$ cat config.mk
export PLATFORM = sky130hd
export DESIGN_NAME = demux_widen_param_flat
export DESIGN_NICKNAME = d
export VERILOG_FILES = /design/src/rtl/demux_widen_param_pkg.sv /design/src/rtl/demux_widen_param_if.sv /design/src/rtl/demux_widen_param_out_hold_reg.sv /design/src/rtl/demux_widen_param.sv /design/src/flat_wrapper.sv
export SDC_FILE = /design/constraint.sdc
export NUM_CORES = 1
export LEC_CHECK = 0
export CAP_MARGIN = 15
export CORE_MARGIN = 3
export CORE_UTILIZATION = 60
export DETAILED_ROUTE_END_ITERATION = 6
export PLACE_DENSITY_LB_ADDON = 0.3
export SLEW_MARGIN = 20
export SYNTH_ARGS = -nofsm -noshare
export SYNTH_HDL_FRONTEND = slang
export SYNTH_HIERARCHICAL = 1
export SYNTH_SLANG_ARGS = --single-unit
$ cat constraint.sdc
create_clock -name clk_4f -period 3.3 [get_ports clk_4f]
set_clock_uncertainty 0.1 [all_clocks]
set_input_delay 0.66 -clock clk_4f [delete_from_list [all_inputs] [get_ports clk_4f]]
set_output_delay 0.66 -clock clk_4f [all_outputs]
set_load 0.03 [all_outputs]
$ cat src/rtl/demux_widen_param_pkg.sv
// -----------------------------------------------------------------------------
// demux_widen_param_pkg
// Shared constants and helpers for the clk_4f lane widener and its output
// holding register.
//   DEF_IN_W / DEF_RATIO : default beat width and beats per output word
//   ST_EMPTY / ST_FULL   : holding-register state encodings
//   laneCntWidth()       : width of a lane counter that spans 0..ratio-1
//   physSlot()           : logical lane -> physical slot of the output word
// -----------------------------------------------------------------------------
package demux_widen_param_pkg;

    localparam int DEF_IN_W  = 8;
    localparam int DEF_RATIO = 4;

    localparam logic [0:0] ST_EMPTY = 1'b0;
    localparam logic [0:0] ST_FULL  = 1'b1;

    // A ratio of 2 still needs a one-bit counter, which $clog2 alone
    // would not guarantee for smaller values.
    function automatic int laneCntWidth(input int ratio);
        return (ratio <= 2) ? 1 : $clog2(ratio);
    endfunction

    function automatic int physSlot(input int lane, input int ratio, input bit msbFirst);
        return msbFirst ? (ratio - 1 - lane) : lane;
    endfunction

endpackage

$ cat src/rtl/demux_widen_param_if.sv
// -----------------------------------------------------------------------------
// demux_widen_param_if
// Beat input and word output bundle of the lane widener.
//   data_in   [IN_W]       input beat
//   valid_in               beat qualifier
//   out_ready              downstream accepts data_out this cycle
//   data_out  [IN_W*RATIO] assembled word
//   valid_out              a word is held awaiting acceptance
//   keep_out  [RATIO]      per-lane valid mask of the held word
//   overflow               one-cycle pulse when a completed word is dropped
// Modports: slave = widener side, master = beat source / word sink side.
// -----------------------------------------------------------------------------
interface demux_widen_param_if
    import demux_widen_param_pkg::*;
#(
    parameter int IN_W  = DEF_IN_W,
    parameter int RATIO = DEF_RATIO
);

    logic [IN_W-1:0]       data_in;
    logic                  valid_in;
    logic                  out_ready;
    logic [IN_W*RATIO-1:0] data_out;
    logic                  valid_out;
    logic [RATIO-1:0]      keep_out;
    logic                  overflow;

    modport slave (
        input  data_in, valid_in, out_ready,
        output data_out, valid_out, keep_out, overflow
    );

    modport master (
        output data_in, valid_in, out_ready,
        input  data_out, valid_out, keep_out, overflow
    );

endinterface

$ cat src/rtl/demux_widen_param_out_hold_reg.sv
// -----------------------------------------------------------------------------
// out_hold_reg
// One-deep valid/ready holding register. A load is accepted when the register
// is empty or is being emptied on the same edge; a load arriving while the
// held word is stalled is dropped and reported with a one-cycle overflow
// pulse. Also intended for the mux_32_8 return path.
//   clk_4f      clock, posedge
//   reset       synchronous, active-low
//   i_load      a new word is offered this cycle
//   i_loadData  the offered word
//   i_ready     downstream accepts o_data this cycle
//   o_data      held word
//   o_valid     o_data holds a word awaiting acceptance
//   o_overflow  one-cycle pulse: an offered word was dropped
// -----------------------------------------------------------------------------
module out_hold_reg
    import demux_widen_param_pkg::*;
#(
    parameter int W = 8
)
(
    input  logic         clk_4f,
    input  logic         reset,
    input  logic         i_load,
    input  logic [W-1:0] i_loadData,
    input  logic         i_ready,
    output logic [W-1:0] o_data,
    output logic         o_valid,
    output logic         o_overflow
);

    logic [0:0]   r_state;
    logic [W-1:0] r_data;
    logic         r_overflow;

    logic w_transfer;
    logic w_accept;
    logic w_drop;

    assign w_transfer = (r_state == ST_FULL) && i_ready;
    assign w_accept   = i_load && ((r_state == ST_EMPTY) || i_ready);
    assign w_drop     = i_load && (r_state == ST_FULL) && !i_ready;

    // Data is only written on an accepted load, so the held word stays
    // stable for as long as downstream stalls.
    always_ff @(posedge clk_4f) begin
        if (!reset) begin
            r_state    <= ST_EMPTY;
            r_data     <= '0;
            r_overflow <= 1'b0;
        end else begin
            r_overflow <= w_drop;
            if (w_accept) begin
                r_data  <= i_loadData;
                r_state <= ST_FULL;
            end else if (w_transfer) begin
                r_state <= ST_EMPTY;
            end
        end
    end

    assign o_data     = r_data;
    assign o_valid    = (r_state == ST_FULL);
    assign o_overflow = r_overflow;

endmodule

$ cat src/rtl/demux_widen_param.sv
// -----------------------------------------------------------------------------
// demux_widen_param
// Serial-to-parallel lane widener for the PCI physical-layer datapath.
// Collects RATIO consecutive IN_W-bit beats into one word, optionally flushes
// a partial word when valid_in drops mid-word, and hands words to a one-deep
// ready/valid holding register.
//   clk_4f   clock, posedge
//   reset    synchronous, active-low
//   bus      demux_widen_param_if.slave (beats in, words/keep/overflow out)
// Parameters: IN_W beat width, RATIO beats per word (2..16), MSB_FIRST puts
// the first beat in the top lane, FLUSH_PARTIAL emits partial words instead
// of discarding them. keep_out bits are indexed by physical lane of data_out.
// -----------------------------------------------------------------------------
module demux_widen_param
    import demux_widen_param_pkg::*;
#(
    parameter int IN_W          = DEF_IN_W,
    parameter int RATIO         = DEF_RATIO,
    parameter bit MSB_FIRST     = 1'b0,
    parameter bit FLUSH_PARTIAL = 1'b1
)
(
    input logic                clk_4f,
    input logic                reset,
    demux_widen_param_if.slave bus
);

    localparam int            LW        = laneCntWidth(RATIO);
    localparam int            OUT_W     = IN_W * RATIO;
    localparam logic [LW-1:0] LAST_LANE = LW'(RATIO - 1);

    logic [LW-1:0]          r_lane;
    logic [OUT_W-1:0]       r_asm;

    logic [OUT_W-1:0]       w_asmNext;
    logic [RATIO-1:0]       w_partKeep;
    logic                   w_complete;
    logic                   w_flush;
    logic                   w_load;
    logic [RATIO+OUT_W-1:0] w_loadWord;
    logic [RATIO+OUT_W-1:0] w_holdWord;

    // Assembly register with the current beat merged in, and the keep mask
    // of the lanes already filled (used only when flushing a partial word).
    always_comb begin
        w_asmNext  = r_asm;
        w_partKeep = '0;
        for (int i = 0; i < RATIO; i++) begin
            if (r_lane == LW'(i)) begin
                w_asmNext[physSlot(i, RATIO, MSB_FIRST)*IN_W +: IN_W] = bus.data_in;
            end
            if (LW'(i) < r_lane) begin
                w_partKeep[physSlot(i, RATIO, MSB_FIRST)] = 1'b1;
            end
        end
    end

    assign w_complete = bus.valid_in && (r_lane == LAST_LANE);
    assign w_flush    = !bus.valid_in && (r_lane != '0);
    assign w_load     = w_complete || (w_flush && FLUSH_PARTIAL);
    assign w_loadWord = w_complete ? {{RATIO{1'b1}}, w_asmNext} : {w_partKeep, r_asm};

    // The assembly register is cleared whenever a word leaves it, so lanes
    // not written by a partial word read back as zero.
    always_ff @(posedge clk_4f) begin
        if (!reset) begin
            r_lane <= '0;
            r_asm  <= '0;
        end else if (w_complete || w_flush) begin
            r_lane <= '0;
            r_asm  <= '0;
        end else if (bus.valid_in) begin
            r_lane <= r_lane + LW'(1);
            r_asm  <= w_asmNext;
        end
    end

    out_hold_reg #(
        .W (RATIO + OUT_W)
    ) u_hold (
        .clk_4f     (clk_4f),
        .reset      (reset),
        .i_load     (w_load),
        .i_loadData (w_loadWord),
        .i_ready    (bus.out_ready),
        .o_data     (w_holdWord),
        .o_valid    (bus.valid_out),
        .o_overflow (bus.overflow)
    );

    assign bus.keep_out = w_holdWord[RATIO+OUT_W-1 -: RATIO];
    assign bus.data_out = w_holdWord[OUT_W-1:0];

endmodule

$ cat src/flat_wrapper.sv
// flat-port wrapper written by rule: the top's interface ports become plain ports
module demux_widen_param_flat import demux_widen_param_pkg::*;
#(
    parameter int IN_W          = DEF_IN_W,
    parameter int RATIO         = DEF_RATIO,
    parameter bit MSB_FIRST     = 1'b0,
    parameter bit FLUSH_PARTIAL = 1'b1
)
  (clk_4f, reset, bus_data_in, bus_valid_in, bus_out_ready, bus_data_out, bus_valid_out, bus_keep_out, bus_overflow);
  demux_widen_param_if #(.IN_W(IN_W), .RATIO(RATIO)) bus_i ();
  input logic clk_4f;
  input logic reset;
  input wire logic [$bits(bus_i.data_in)-1:0] bus_data_in;
  input wire logic [$bits(bus_i.valid_in)-1:0] bus_valid_in;
  input wire logic [$bits(bus_i.out_ready)-1:0] bus_out_ready;
  output wire logic [$bits(bus_i.data_out)-1:0] bus_data_out;
  output wire logic [$bits(bus_i.valid_out)-1:0] bus_valid_out;
  output wire logic [$bits(bus_i.keep_out)-1:0] bus_keep_out;
  output wire logic [$bits(bus_i.overflow)-1:0] bus_overflow;
  assign bus_i.data_in = bus_data_in;
  assign bus_i.valid_in = bus_valid_in;
  assign bus_i.out_ready = bus_out_ready;
  assign bus_data_out = bus_i.data_out;
  assign bus_valid_out = bus_i.valid_out;
  assign bus_keep_out = bus_i.keep_out;
  assign bus_overflow = bus_i.overflow;
  demux_widen_param #(.IN_W(IN_W), .RATIO(RATIO), .MSB_FIRST(MSB_FIRST), .FLUSH_PARTIAL(FLUSH_PARTIAL)) u_core (.clk_4f(clk_4f), .reset(reset), .bus(bus_i));
endmodule
==> impl_metrics.py <==
metrics = {
    "synthesis": {
        "yosysUniqueCellTypes": 27,
        "yosysTopAreaCellShare_pct": 37.1,
        "ys_seq_area_share_pct": 37.1,
        "syn_avg_cell_area_um2": 10.4,
        "syn_nets": 390,
        "ys_ff_latch": 72,
        "synthMuxAreaShare_pct": 18.2,
        "synth_area_leaders": "dfxtp_1 (37%), a221oi_2 (11%), mux2i_1 (9.5%), mux2_2 (8.7%), a21bo_2 (8.3%)",
        "synth_top_family_by_area": "compound AO/OA/AOI/OAI gates",
        "syn-cell-area_mm2": 0.00388,
        "ys_warn_count": 6,
        "yosys.area_share.simple_pct": 14.2,
        "synth-adder-area-share_pct": 1.61,
        "yosysTopAreaCell": "dfxtp_1",
        "synth_xor_area_share_pct": 0.226,
        "synth_compound_area_share_pct": 20.6,
        "synthCells": 373,
    },
    "setup_path": {
        "path_delay_family": "adder cells",
        "endpoint_kind": "register",
        "arrival_ns": 2.39,
        "cp_slowest_cell": "ha_1",
        "path_buf_inv": 1,
        "cpPeakStageDelay_ns": 0.71,
        "critPathLaunchType": "register",
        "crit_chain": "inv_1 -> ha_1 -> nand3_2 -> mux2_2 -> nand2_1 -> mux2i_1",
        "crit_path_max_fanout": 19,
        "crit_type": "reg2reg",
        "cp.required_ns": 3.43,
    },
    "floorplan": {
        "placementRows": 28,
        "dieHeight_um": 86.4,
        "io_pins": 50,
        "die_area_mm2": 0.00747,
        "fp.coreArea_mm2": 0.00610,
        "fp.dieW_um": 86.4,
        "initial_utilization_pct": 63.7,
    },
    "placement": {
        "post-dp-hpwl_um": 5390,
        "portBuffers": 49,
        "dp_cells": 465,
        "gp_congestion": 0.782,
    },
    "timing": {
        "final_hold_viol_count": 0,
        "rsz0062_at_grt": "false",
        "fin_tns_setup_ns": 0,
        "worst_pin_slew_ns": 0.844,
        "hold_ws_ns": 0.362,
        "setup_viol": 0,
        "period_share_pct": 68.8,
        "period_minus_slack_ns": 2.27,
        "timing.fmax_mhz": 441,
        "finalMaxSlewViolations": 0,
        "relSlewSlack_pct": 43.7,
    },
    "global_routing": {
        "grt_pass1_wl_um": 14900,
        "grt_pass1_vias": 2996,
        "antenna_found_initial": 0,
        "grt_use_total_pct": 25.3,
        "grt_max_degree": 75,
        "grt_remaining_overflow": 0,
    },
    "power": {
        "p_per_area_mw_per_mm2": 414,
        "ir_drop_mv": 0.297,
        "p_leak_nw": 1.56,
    },
    "clock_network": {
        "cts_buffer_depth": 2,
        "numCtsBuffers": 9,
        "cts_tree": "yes",
        "cts_max_level": 3,
        "cts.repair.resized": 0,
        "post_cts_buffers": 0,
        "path_clk_slew_ns": 0.07,
        "cts-hold-fix-buffers": 0,
        "cts_root_buf": "clkbuf_8",
        "cts.sinks": 72,
        "insertion_delay_ns": 0.34,
    },
    "route": {
        "vias_per_cell": 6.01,
        "wl_per_cell_um": 17.9,
        "drtAntennaViolNets": 0,
        "drt_pass1_iterations": 4,
        "drcViolationCount": 0,
        "vias": 2877,
        "drt_wl_total_um": 8580,
        "first_iter_violations": 223,
    },
    "finish": {
        "drive_gt1_share_pct": 30.2,
        "syn_to_final_growth_pct": 13.9,
        "layoutNonFillerInstCount": 479,
        "num_antenna_cells": 0,
        "nets": 418,
    },
    "hold_path": {
        "hp-class": "reg2reg",
    },
    "run_status": {
        "status": "completed",
    },
    "run": {
        "max_cap_violations": 0,
    },
}
-- worst min-delay path, delay by kind of cell (launching register included) --
| family | cells | cell delay, ns |
|---|---|---|
| simple gates | 1 | 0.05 |
| mux | 1 | 0.05 |
| flops | 1 | 0.32 |
-- registers in the layout, summed over array words and instances (netlist names) --
name                      cells
u_core/r_asm                 32
u_core/r_lane                 2
u_core/u_hold/o_data         36
u_core/u_hold/o_overflow      1
u_core/u_hold/o_valid         1
-- final cells by class --
class | instances | area, um2
Multi-Input combinational cell | 258 | 2130
Fill cell | 453 | 1670
Clock buffer | 11 | 151
Timing Repair Buffer | 56 | 546
Tap cell | 75 | 93.8
Sequential cell | 72 | 1440
Inverter | 4 | 15.0
Clock inverter | 3 | 42.5
-- layout by cell type (no fill, tap or decap), drive strengths merged --
cell	Yosys	final
a211oi	2	2
a21bo	32	32
a221oi	32	32
and2	2	2
and3	1	1
buf	34	9
bufinv	0	1
clkbuf	5	11
clkdlybuf4s50	0	47
clkinv	1	2
clkinvlp	0	1
dfxtp	72	72
ha	5	5
inv	3	3
mux2	30	30
mux2i	37	37
nand2	74	74
nand2b	2	2
nand3	36	36
nor2b	2	2
o21a	1	1
or2	1	1
xnor2	1	1
-- power by group --
group	switching (W)	internal (W)
clock network	0.000316	0.000381
logic	0.000155	0.0000849
registers	0.00000885	0.000884
-- metrics by stage --
step	total power, W	util, %	instance area, um2	setup slack (ns)
detailed placement	0.00115	69.4	4230	0.842
floorplan	0.00111	-	3880	1.20
global placement	0.00115	69.4	4230	0.925
finish	0.00183	72.5	4420	1.03
CTS	0.00184	72.5	4420	1.02
global route	0.00190	72.5	4420	0.826
-- kinds of logic after synthesis --
kind of cell               Yosys count
AOI/OAI and AO/OA                   67
xor gates and xnor gates             1
adders and majority gates            5
buffers and inverters               43
DFF                                 72
muxes                               67
and+or+nand+nor                    118
-- synthesized netlist by cell type --
cell,number
buf_4,4
a221oi_2,28
a221oi_1,4
buf_1,2
a21bo_2,32
or2_2,1
clkbuf_1,5
nand2_1,74
clkinv_1,1
o21a_1,1
buf_6,9
buf_12,3
mux2_2,30
nand3_2,3
a211oi_1,2
nor2b_2,1
inv_1,3
mux2i_1,37
ha_1,5
nor2b_4,1
dfxtp_1,72
and3_2,1
nand2b_4,2
buf_2,16
and2_1,2
xnor2_1,1
nand3_1,33
-- final timing paths --
| check | slack (ns) | depth (start not counted) | end | start |
|---|---|---|---|---|
| worst max-delay path | 1.03 | 6 | u_core/u_hold/o_data[6] | u_core/r_lane[0] |
| worst min-delay path | 0.36 | 2 | u_core/u_hold/o_data[9] | u_core/u_hold/o_data[9] |
| worst max register to register | 1.03 | 6 | u_core/u_hold/o_data[6] | u_core/r_lane[0] |
| worst min register to register | 0.36 | 2 | u_core/u_hold/o_data[9] | u_core/u_hold/o_data[9] |
-- layer usage --
| metal | vias to the layer above | GRT usage [%] | wire, um |
|---|---|---|---|
| met1 | 1419 | 33.9 | 3930 |
| met3 | 10 | 5.23 | 359 |
| met2 | 62 | 39.8 | 4160 |
| met4 | 0 | 10.1 | 129 |
| li1 | 1386 | - | - |
| met5 | - | 0 | 0 |
Power figures use the tool's default switching activity.
